<file path="config.mk">
export PLATFORM = sky130hd
export DESIGN_NAME = uart_rx
export DESIGN_NICKNAME = d
export VERILOG_FILES = /design/src/rtl/uart_rx.sv
export SDC_FILE = /design/constraint.sdc
export NUM_CORES = 1
export LEC_CHECK = 0
export ABC_CLOCK_PERIOD_IN_PS = 2200
export CORE_MARGIN = 5
export CORE_UTILIZATION = 56
export CTS_CLUSTER_DIAMETER = 60
export CTS_CLUSTER_SIZE = 30
export DETAILED_ROUTE_END_ITERATION = 16
export PLACE_DENSITY = 0.89
export SKIP_LAST_GASP = 1
export SLEW_MARGIN = 15
export SYNTH_ARGS = -nofsm -noshare
export SYNTH_HDL_FRONTEND = slang
export SYNTH_SLANG_ARGS = --single-unit
</file>
<file path="constraint.sdc">
create_clock -name clk -period 2.2 [get_ports clk]
set_input_delay 0.44 -clock clk [delete_from_list [all_inputs] [get_ports clk]]
set_output_delay 0.44 -clock clk [all_outputs]
set_load 0.03 [all_outputs]
</file>
<file path="src/rtl/uart_rx.sv">
// uart_rx: 8N1 serial receiver with a one-entry holding register.
//
// Ports:
//   clk        single clock, all state updates on its rising edge
//   rst_n      asynchronous active-low reset
//   rxd        asynchronous serial line, idle high, LSB first
//   rx_data    received byte, valid while rx_valid=1
//   rx_valid   holding register full
//   rx_ready   consumer takes the byte when rx_valid & rx_ready at a rising edge
//   frame_err  one-cycle pulse when the stop bit is sampled low
//   overrun    one-cycle pulse when a completed byte is dropped
module uart_rx #(
    parameter int unsigned CLKS_PER_BIT = 469
) (
    input  logic       clk,
    input  logic       rst_n,
    input  logic       rxd,
    output logic [7:0] rx_data,
    output logic       rx_valid,
    input  logic       rx_ready,
    output logic       frame_err,
    output logic       overrun
);

    localparam int unsigned CntW = $clog2(CLKS_PER_BIT);
    localparam logic [CntW-1:0] HalfLast = CntW'(CLKS_PER_BIT / 2 - 1);
    localparam logic [CntW-1:0] BitLast  = CntW'(CLKS_PER_BIT - 1);

    typedef enum logic [2:0] {
        StIdle,
        StStart,
        StData,
        StStop,
        StWaitHigh
    } state_e;

    state_e          state_q;
    logic            sync1_q;
    logic            rxs_q;
    logic [CntW-1:0] cnt_q;
    logic [2:0]      bit_q;
    logic [7:0]      shift_q;

    // Two-flop synchronizer; resets to the idle line level.
    always_ff @(posedge clk or negedge rst_n) begin
        if (!rst_n) begin
            sync1_q <= 1'b1;
            rxs_q   <= 1'b1;
        end else begin
            sync1_q <= rxd;
            rxs_q   <= sync1_q;
        end
    end

    always_ff @(posedge clk or negedge rst_n) begin
        if (!rst_n) begin
            state_q   <= StIdle;
            cnt_q     <= '0;
            bit_q     <= '0;
            shift_q   <= '0;
            rx_data   <= '0;
            rx_valid  <= 1'b0;
            frame_err <= 1'b0;
            overrun   <= 1'b0;
        end else begin
            frame_err <= 1'b0;
            overrun   <= 1'b0;
            // A delivery later in this block overrides this clear.
            if (rx_valid && rx_ready) begin
                rx_valid <= 1'b0;
            end

            unique case (state_q)
                StIdle: begin
                    if (!rxs_q) begin
                        cnt_q   <= '0;
                        bit_q   <= '0;
                        state_q <= StStart;
                    end
                end
                StStart: begin
                    // Mid start bit: still low means a real start, high means a glitch.
                    if (cnt_q == HalfLast) begin
                        cnt_q   <= '0;
                        state_q <= rxs_q ? StIdle : StData;
                    end else begin
                        cnt_q <= cnt_q + CntW'(1);
                    end
                end
                StData: begin
                    if (cnt_q == BitLast) begin
                        cnt_q   <= '0;
                        shift_q <= {rxs_q, shift_q[7:1]};
                        bit_q   <= bit_q + 3'd1;
                        if (bit_q == 3'd7) begin
                            state_q <= StStop;
                        end
                    end else begin
                        cnt_q <= cnt_q + CntW'(1);
                    end
                end
                StStop: begin
                    if (cnt_q == BitLast) begin
                        cnt_q <= '0;
                        if (rxs_q) begin
                            state_q <= StIdle;
                            // Free slot, or slot being emptied this same edge.
                            if (!rx_valid || rx_ready) begin
                                rx_data  <= shift_q;
                                rx_valid <= 1'b1;
                            end else begin
                                overrun <= 1'b1;
                            end
                        end else begin
                            frame_err <= 1'b1;
                            state_q   <= StWaitHigh;
                        end
                    end else begin
                        cnt_q <= cnt_q + CntW'(1);
                    end
                end
                StWaitHigh: begin
                    // Break/stuck-low line: wait for idle before hunting for a start.
                    if (rxs_q) begin
                        state_q <= StIdle;
                    end
                end
                default: state_q <= StIdle;
            endcase
        end
    end

endmodule

</file>
== After elaboration in Yosys (flattened, before gate mapping) ==
Cells that the tools add are included.
Storage, ports and cells
  bits in registers: 36
  bits in latches: 0
  bits in writable memories: 0
  bits in read-only memories: 0
  input port bits: 4
  output and inout port bits: 11
  logic and storage cells: 65
  memories kept: 0
Cells by class
  add/sub/neg operators: 2
  multiply operators: 0
  div/mod/pow operators: 0
  magnitude comparators: 0
  equality and inequality tests: 13
  shift-type cells: 0
  mux-type cells: 28
  bitwise operators: 0
  reductions and logical operators: 12
Operator list (number)
  two-way mux 3 bit: 9
  two-way mux 9 bit: 3
  case mux 9 bit (3 select lines): 1
  case mux 3 bit (5 select lines): 1
  two-way mux 1 bit: 12
  != test 2 bit, second input constant: 6
  adder 9 x 1 -> 9 bit, second input constant: 1
  == test 9 x 8 -> 1 bit, second input constant: 1
  == test 9 bit, second input constant: 1
  == test 3 x 2 -> 1 bit, second input constant: 2
  == test 3 bit, second input constant: 2
  case mux 3 bit (2 select lines): 1
  AND reduction 6 bit: 1
  AND reduction 2 bit: 2
  AND reduction 4 bit: 1
  adder 3 x 1 -> 3 bit, second input constant: 1
  == test 3 x 1 -> 1 bit, second input constant: 1
  zero test 3 bit: 1
  AND reduction 3 bit: 1
  nonzero test 3 bit: 1
  two-way mux 2 bit: 1
  nonzero test 2 bit: 1
  OR reduction 2 bit: 1
  logical AND 1 bit: 1
  other kinds (2): 2

== Longest topological paths before layout ==
Gate-level depths: netlist (run 1).
  depth in word-level cells: 6
  gate-level depth with buffers: 8
  mapped depth without buffers: 6

== Worst setup path after synthesis (run 1) ==
Ideal clock, no wire load.
  path type: reg-to-reg
  from: register cnt_q[0]
  to: register shift_q[4]
  setup time: 125 ps
  data arrival time: 1867 ps
  slack: 208 ps
  stages on the path, launching flop included: 8
  buffers on the path: 2
  clock period less this slack: 1992 ps
  cell sequence: dfrtp_1 > inv_1 > ha_1 > nand4_2 > or4_1 > buf_2 > buf_6 > mux2_4
Between the ends
  cells in the longest elaborated chain, start to end: 2
RTL lines
  start, declared: RTL line 40  | logic [CntW-1:0] cnt_q;
  start signal, assigned: RTL line 87  | cnt_q <= cnt_q + CntW'(1);
  start signal, assigned: RTL line 99  | cnt_q <= cnt_q + CntW'(1);
  start signal, assigned: RTL line 119  | cnt_q <= cnt_q + CntW'(1);
  == test 9 bit: RTL line 91  | if (cnt_q == BitLast) begin
  AND reduction 2 bit (no line)
  end signal, assigned: RTL line 93  | shift_q <= {rxs_q, shift_q[7:1]};
  end, declared: RTL line 42  | logic [7:0] shift_q;
Every way passes these cells.
A chain may end at the register's enable or synchronous reset.

== Final worst setup path (run 1) ==
  from: register cnt_q[0]
  to: register shift_q[6]
The elaborated chain is that of the path after synthesis.

==> impl_metrics.ini, run 1 <==
[status]
status = complete, no violations

[clocking]
htreeDepth = 2
postCtsHoldBufs = 0
cts_buffers = 5
cts.sinks = 36
cts_tree = built
insertion_delay_ns = 0.34
clk_pin_slew_ns = 0.11
cts_resized = 0
post_cts_buffers = 0
cts_root_buffer = clkbuf_4
max-clock-path-buffers = 2

[floorplanning]
die-area_um2 = 4370
core_um2 = 3030
fp-row-count = 20
die_h_um = 66.1
fp.dieW_um = 66.1
start_util_pct = 58.2
pin_count = 15

[grt]
grt_overflow = 0
grt_pass1_vias = 1340
grt_max_degree = 37
grt_use_total_pct = 18.4
antenna_found_initial = 0
grt_pass1_wl_um = 6060

[route]
vias = 1316
drt_iter0_drc = 103
wire_per_inst_um = 14.7
top_layer = met4
drc_errors = 0
drt_pass1_iterations = 4
totalWireLength_um = 3360
met2_length_um = 1700
wl_met3_um = 219
viasPerCell = 5.77
drtAntennaViolNets = 0
met1_length_um = 1380

[layout]
mostFrequentLayoutCells = dfrtp_1 (34), nand2_1 (21), clkdlybuf4s50_1 (14)
fin_nets = 192
n_antenna_cell = 0
seq_area_um2 = 903
nFillCells = 226
drive_gt1_share_pct = 20.1
fin_cells = 228
final_core_util_pct = 67.1
syn2layout_area_growth_pct = 15.3
multi_input_area_um2 = 806
mostFrequentLayoutCell = dfrtp_1

[logic_synthesis]
syn_area_um2 = 1760
seq_area_frac_synth_pct = 51.2
synth_nets = 173
ys.flop_type = dfrtp_1
yosysWarningCount = 0
postSynthAreaPerCell_um2 = 10.7
async_flop_share_pct = 100
ys_types = 40
synth_edf_count = 0
synth_cells = 164
synth_seq_cells = 36

[worst_setup_path]
worstSetupPathType = reg -> reg
start_kind = register
worstPathMaxFanout = 14
cp.arrival_ns = 2.27
crit_path_end_kind = register
r2r_start = cnt_q[0]$_DFFE_PN0P_
startpoint = cnt_q[0]$_DFFE_PN0P_
cp.required_ns = 2.42

[timing]
setup_viol = 0
worstMarginPinSlew_ns = 0.686
slew_violations = 0
fmax_ghz = 0.487
setup_ws_ns = 0.147
fin_crit_sh_pct = 93.3
post-route-min-period_ns = 2.05
fin_setup_tns_ns = 0
slew_headroom_pct = 54.2
rsz0062_at_grt = no
finalHoldViolCount = 0
skew_ns = 0.0146

[placement]
io_buffers = 14
dp_slack_ns = 0.158
gp_congestion = 0.772
hpwl_um = 2460
dp_cells = 220

[pwr]
power_mw = 1.13
irDropWorstVdd_mv = 0.350
power_leakage_nw = 0.905
p_per_area_nw_per_um2 = 558

[hold_path]
hp-class = reg -> reg
hold_start = sync1_q$_DFF_PN1_

[job]
max-cap-violations = 0
[state kept, by name (all words and copies together), names as in the netlist]
register	flops
sync1_q	1
cnt_q	9
bit_q	3
rx_valid	1
state_q	3
rx_data	8
frame_err	1
overrun	1
rxs_q	1
shift_q	8
[synthesized netlist by cell type (all sizes together) (2+ instances only)]
cell type,number,area [um2]
nor2,9,33.8
nor3,3,15.0
nor2b,2,12.5
nand4,2,18.8
o21ai,13,65.1
nand3,5,25.0
nand2,21,78.8
o22ai,2,12.5
mux2,16,195
inv,6,22.5
buf,5,30.0
a31o,2,17.5
o211ai,5,37.5
dfstp,2,52.6
a21o,2,15.0
a21oi,7,35.0
nor4,3,25.0
nand2b,4,25.0
nor4bb,2,20.0
dfrtp,34,851
ha,5,62.6
[layout make-up]
type | instances | area share [%]
multi-input cells | 116 | 39.6
inverters | 6 | 1.11
clock buffers | 6 | 2.03
flip-flops and latches | 36 | 44.4
repair buffers | 18 | 8.37
well taps | 44 | 2.71
clock inverters | 2 | 1.72
[critical path: stages (launching register included)]
cell,delay (ns)
dfrtp_1,0.43
inv_1,0.11
ha_1,0.19
nand4_2,0.16
or4_1,0.53
buf_4,0.21
mux2_4,0.30
[path summary, 6_finish.rpt]
| path | end | slack [ns] | depth (start not counted) |
|---|---|---|---|
| hold reg to reg | rxs_q$_DFF_PN1_ | 0.37 | 0 |
| setup reg to reg | shift_q[6]$_DFFE_PN0P_ | 0.15 | 6 |
| min in group asynchronous | cnt_q[8]$_DFFE_PN0P_ | 0.50 | 2 |
| hold / removal | rxs_q$_DFF_PN1_ | 0.37 | 0 |
| setup / recovery | shift_q[6]$_DFFE_PN0P_ | 0.15 | 6 |
| max in group asynchronous | sync1_q$_DFF_PN1_ | 1.35 | 2 |
[power breakdown]
| group | total, mW | leakage (nW) | internal [mW] | switching (mW) |
|---|---|---|---|---|
| clock network | 0.446 | 0.0422 | 0.238 | 0.208 |
| registers | 0.668 | 0.481 | 0.665 | 0.00327 |
| logic | 0.0208 | 0.382 | 0.00705 | 0.0137 |
| total | 1.13 | 0.905 | 0.910 | 0.225 |
[metal layers]
layer | vias to the layer above | global-route usage, %
met5 | - | 0
met4 | 0 | 8.38
met3 | 5 | 6.63
met2 | 53 | 30.0
met1 | 636 | 21.4
li1 | 622 | -
[stage by stage]
stage | hold WS (ns) | cell area (um2)
5_1_grt | 0.373 | 2030
3_5_place_dp | 0.351 | 1950
3_3_place_gp | 0.348 | 1950
2_1_floorplan | 0.144 | 1760
4_1_cts | 0.368 | 2030
6_report | 0.366 | 2030
[kinds of logic (layout without fill, tap and decap cells)]
kind of cell / after synthesis / count (layout) / synth area share [%]
AO/OA/AOI/OAI: 35 / 35 / 12.1
adder cells (fa/ha/maj): 5 / 5 / 3.55
buffers and inverters: 12 / 32 / 3.19
flip-flops: 36 / 36 / 51.2
multiplexers: 16 / 16 / 11.1
AND/OR/NAND/NOR: 60 / 60 / 18.8
(Power assumes the default switching activity.)
==> inputs of run 2 (changes only) <==
--- a/config.mk
+++ b/config.mk
@@ -5,13 +5,13 @@
 export SDC_FILE = /design/constraint.sdc
 export NUM_CORES = 1
 export LEC_CHECK = 0
-export ABC_CLOCK_PERIOD_IN_PS = 2200
+export ABC_CLOCK_PERIOD_IN_PS = 1700
 export CORE_MARGIN = 5
-export CORE_UTILIZATION = 56
+export CORE_UTILIZATION = 51
 export CTS_CLUSTER_DIAMETER = 60
 export CTS_CLUSTER_SIZE = 30
 export DETAILED_ROUTE_END_ITERATION = 16
-export PLACE_DENSITY = 0.89
+export PLACE_DENSITY = 0.85
 export SKIP_LAST_GASP = 1
 export SLEW_MARGIN = 15
 export SYNTH_ARGS = -nofsm -noshare
==> constraint.sdc (replaced) <==
create_clock -name clk -period 1.7 [get_ports clk]
set_input_delay 0.34 -clock clk [delete_from_list [all_inputs] [get_ports clk]]
set_output_delay 0.34 -clock clk [all_outputs]
set_load 0.03 [all_outputs]
==> impl_metrics.ini, run 2 (same netlist as run 1, synthesis figures left out) <==
[timing]
setup_viol = 9
setup_ws_ns = -0.0495
slew_headroom_pct = 76.1
skew_ns = 0.00451
finalHoldViolCount = 0
worstMarginPinSlew_ns = 0.360
rsz0062_at_grt = yes
slew_violations = 0
fmax_ghz = 0.572
post-route-min-period_ns = 1.75
fin_crit_sh_pct = 103
whs_ns = 0.364

[clocking]
cts_buffers = 5
htreeDepth = 2
postCtsHoldBufs = 0
cts.sinks = 36
cts_root_buffer = clkbuf_4
clk_pin_slew_ns = 0.10
insertion_delay_ns = 0.34
max-clock-path-buffers = 2
cts_tree = built

[worst_setup_path]
crit_path_top_delay_cell = or4_4
crit_buf_inv = 2
crit_path_end_kind = register
worstPathCellList = inv_2 -> ha_4 -> nand4_4 -> or4_4 -> buf_6 -> mux2_4
cp.required_ns = 1.93
start_kind = register
worstPathMaxFanout = 7
cp_slowest_stage_delay_ns = 0.45
worstSetupPathType = reg -> reg
cp_top_family = simple AND/OR/NAND/NOR gates
cp.arrival_ns = 1.98

[placement]
io_buffers = 14
dp_slack_ns = -0.260
gp_congestion = 0.899
hpwl_um = 2990

[floorplanning]
die_h_um = 68.8
die-area_um2 = 4730
fp-row-count = 21
start_util_pct = 52.8
fp.dieW_um = 68.8
core_um2 = 3340
pin_count = 15

[hold_path]
hp-class = in -> async

[pwr]
p_sw_mw = 0.294
swShare_pct = 21.4
power.share.clock_pct = 34.5
power_mw = 1.37
seqPwrFrac_pct = 62.8
irDropWorstVdd_mv = 0.410
p_int_mw = 1.08
power_leakage_nw = 1.11
p_per_area_nw_per_um2 = 586
p_comb_share_pct = 2.7

[layout]
mostFrequentLayoutCell = dfrtp_1
syn2layout_area_growth_pct = 32.7
nFillCells = 249
seq_area_um2 = 905
drive_gt1_share_pct = 35.7
largest_register_ffs = 9
mostFrequentLayoutCells = dfrtp_1 (33), buf_4 (30), nand2_1 (21)
n_antenna_cell = 0
reg.largest.list = cnt_q x9, rx_data x8, shift_q x8
multi_input_area_um2 = 898
largest-register = cnt_q
fin_nets = 221

[job]
max-cap-violations = 0

[grt]
grt_overflow = 0
grt_pass1_vias = 1489
grt_max_degree = 37
grt_pass1_wl_um = 6620
grt_use_total_pct = 19.6
antenna_found_initial = 0

[route]
totalWireLength_um = 4190
drt_pass1_iterations = 4
drt_iter0_drc = 57
viasPerCell = 5.69
vias = 1475
drc_errors = 0
drtAntennaViolNets = 0
wire_per_inst_um = 16.2

[status]
violations = negative setup slack
status = finished with violations
==> run 2: power by group through the flow <==
stage | Combinational, mW | Clock, mW | Sequential, mW
after floorplan | 0.00590 | 0 | 0.878
after global placement | 0.0360 | 0 | 0.878
after detailed placement | 0.0372 | 0 | 0.878
after CTS | 0.0373 | 0.484 | 0.861
after global routing | 0.0408 | 0.523 | 0.861
final | 0.0368 | 0.472 | 0.861
==> run 2: cell type report <==
type / count / share of cell area, %
Clock buffer: 7 / 2.35
Clock inverter: 1 / 0.321
Inverter: 6 / 0.963
Multi-Input combinational cell: 116 / 38.4
Sequential cell: 36 / 38.7
Tap cell: 46 / 2.46
Timing Repair Buffer: 47 / 16.8
==> run 2: metal layers <==
layer	vias to the layer above	track usage [%]	wire length, um	part of all wire, %
li1	683	-	-	-
met1	727	18.9	1540	37
met2	48	38.3	2290	55
met3	17	4.21	211	5.0
met4	0	10.5	147	3.5
met5	-	0	0	0
==> run 2: repair_timing <==
action | CTS | global route
buffers inserted | 2 | 2
cloned | 1 | 0
endpoints found under the setup margin | 32 | 27
gates resized for setup | 19 | 6
pin swaps | 1 | 1
==> run 2: final timing paths <==
kind,start,endpoint,slack [ns],cells past startpoint
max,cnt_q[0]$_DFFE_PN0P_,shift_q[5]$_DFFE_PN0P_,-0.05,6
min,rst_n,shift_q[1]$_DFFE_PN0P_,0.36,2
max reg2reg,cnt_q[0]$_DFFE_PN0P_,shift_q[5]$_DFFE_PN0P_,-0.05,6
min reg2reg,sync1_q$_DFF_PN1_,rxs_q$_DFF_PN1_,0.36,0
max in group asynchronous,rst_n,sync1_q$_DFF_PN1_,1.09,2
min in group clk,sync1_q$_DFF_PN1_,rxs_q$_DFF_PN1_,0.36,0
==> run 2: through the flow <==
stage	utilization (%)	cells	setup TNS, ns	cell area [um2]
after global placement	65.7	246	-1.61	2190
after global routing	70.1	259	-1.36	2340
after CTS	68.6	257	-0.0371	2290
final	70.1	259	-0.263	2340
after floorplan	-	164	-0.539	1810
after detailed placement	65.7	246	-2.31	2190
==> inputs of run 3 (changes only) <==
--- a/config.mk
+++ b/config.mk
@@ -12,6 +12,7 @@
 export CTS_CLUSTER_SIZE = 30
 export DETAILED_ROUTE_END_ITERATION = 16
 export PLACE_DENSITY = 0.85
+export REMOVE_ABC_BUFFERS = 1
 export SKIP_LAST_GASP = 1
 export SLEW_MARGIN = 15
 export SYNTH_ARGS = -nofsm -noshare
==> impl_metrics.ini, run 3 (same netlist as run 1, synthesis figures left out) <==
[grt]
grt_use_total_pct = 21.3
grt_max_degree = 37
grt_pass1_vias = 1517
antenna_found_initial = 0
grt_pass1_wl_um = 7260
grt_overflow = 0

[worst_setup_path]
cp.required_ns = 1.94
crit_path_top_delay_cell = or4_4
r2r-end = shift_q[4]$_DFFE_PN0P_
r2r_cells = 4
crit_path_end_kind = register
worstSetupPathType = reg -> reg
r2r_setup_slack_ns = -0.11
worstPathCellList = nand2b_1 -> or4_4 -> buf_8 -> mux2_4
cp_slowest_stage_delay_ns = 0.54
r2r_start = state_q[2]$_DFFE_PN0P_
cp.arrival_ns = 2.06
worstPathMaxFanout = 7
start_kind = register

[clocking]
max-clock-path-buffers = 2
cts_root_buffer = clkbuf_4
cts_tree = built
clk_pin_slew_ns = 0.12
cts.sinks = 36
cts_buffers = 5
htreeDepth = 2
insertion_delay_ns = 0.35
postCtsHoldBufs = 0

[timing]
setup_ws_ns = -0.115
finalHoldViolCount = 0
post-route-min-period_ns = 1.81
worstMarginPinSlew_ns = 0.386
setup_viol = 18
slew_headroom_pct = 74.0
fin_crit_sh_pct = 107
whs_ns = 0.346
fmax_ghz = 0.551
fin_setup_tns_ns = -0.908
rsz0062_at_grt = yes
slew_violations = 0
skew_ns = 0.0107

[status]
status = finished with violations
violations = negative setup slack

[layout]
n_antenna_cell = 0
final_area_um2 = 2380
reg.largest.list = cnt_q x9, rx_data x8, shift_q x8
mostFrequentLayoutCells = dfrtp_1 (33), buf_4 (23), nand2_1 (21)
largest_register_ffs = 9
largest-register = cnt_q
drive_gt1_share_pct = 34.9
fin_cells = 255
syn2layout_area_growth_pct = 35.1
fin_nets = 217
mostFrequentLayoutCell = dfrtp_1
nFillCells = 235

[route]
wire_per_inst_um = 18.3
drtAntennaViolNets = 0
viasPerCell = 5.99
drt_pass1_iterations = 4
drt_iter0_drc = 147
totalWireLength_um = 4660
drc_errors = 0
vias = 1527

[floorplanning]
die_h_um = 68.8
pin_count = 15
core_um2 = 3340
start_util_pct = 52.8
die-area_um2 = 4730
fp.dieW_um = 68.8
fp-row-count = 21

[placement]
gp_congestion = 0.925
dp_cells = 244
io_buffers = 14
placedInstanceArea_um2 = 2130
dp_slack_ns = -0.195
hpwl_um = 2900

[pwr]
p_per_area_nw_per_um2 = 635
irDropWorstVdd_mv = 0.513
power_leakage_nw = 1.14

[hold_path]
hp-class = in -> async

[job]
max-cap-violations = 0
[run 3: cell types whose count changed in the layout (fill, tap and decap cells not counted), sizes merged]
cell / previous run / this run
dlymetal6s2s: 0 / 2
clkbuf: 7 / 6
clkinv: 0 / 1
buf: 33 / 29
clkinvlp: 1 / 0
bufinv: 0 / 1
dlygate4sd2: 11 / 9
[run 3: critical path, delay by kind of cell, from the launching register on]
family	cells	cell delay, ns
buffers and inverters	1	0.16
flip-flops	1	0.48
AND/OR/NAND/NOR	2	0.76
multiplexers	1	0.30
[run 3: cell type report]
cell class | count | area (um2) | area share [%]
Clock buffer | 6 | 41.3 | 1.73
Clock inverter | 2 | 35.0 | 1.47
Inverter | 6 | 22.5 | 0.945
Multi-Input combinational cell | 116 | 935 | 39.2
Sequential cell | 36 | 905 | 38.0
Tap cell | 46 | 57.6 | 2.42
Timing Repair Buffer | 43 | 387 | 16.2
[run 3: power breakdown]
group,internal (mW),switching [mW]
logic,0.0141,0.0241
registers,0.860,0.00197
clock network,0.308,0.304
total,1.18,0.330
[run 3: timing repair]
| action | 4_1_cts | 5_1_grt |
|---|---|---|
| cloned | 1 | 0 |
| setup buffers | 2 | 1 |
| pin swaps | 5 | 4 |
| setup endpoints to repair | 37 | 31 |
| gates resized for setup | 34 | 16 |
[run 3: worst max-delay path by stage]
stage	startpoint	to	cells past startpoint
3_5_place_dp	cnt_q[0]$_DFFE_PN0P_	shift_q[4]$_DFFE_PN0P_	6
4_1_cts	cnt_q[1]$_DFFE_PN0P_	rx_data[2]$_DFFE_PN0P_	7
3_3_place_gp	cnt_q[0]$_DFFE_PN0P_	shift_q[5]$_DFFE_PN0P_	6
5_1_grt	state_q[2]$_DFFE_PN0P_	shift_q[4]$_DFFE_PN0P_	4
6_report	state_q[2]$_DFFE_PN0P_	shift_q[4]$_DFFE_PN0P_	4
2_1_floorplan	cnt_q[0]$_DFFE_PN0P_	shift_q[4]$_DFFE_PN0P_	5
[run 3: metal layers]
| metal | vias up | wire length, um | GRT usage [%] |
|---|---|---|---|
| li1 | 680 | - | - |
| met1 | 767 | 1820 | 25.1 |
| met2 | 68 | 2460 | 37.1 |
| met3 | 12 | 262 | 5.67 |
| met4 | 0 | 108 | 8.27 |
| met5 | - | 0 | 0 |
[run 3: per-stage QoR]
stage	utilization [%]	total power, mW
2_1_floorplan	-	0.883
5_1_grt	71.4	1.56
4_1_cts	69.7	1.51
3_5_place_dp	64.0	0.916
6_report	71.4	1.51
3_3_place_gp	64.0	0.914
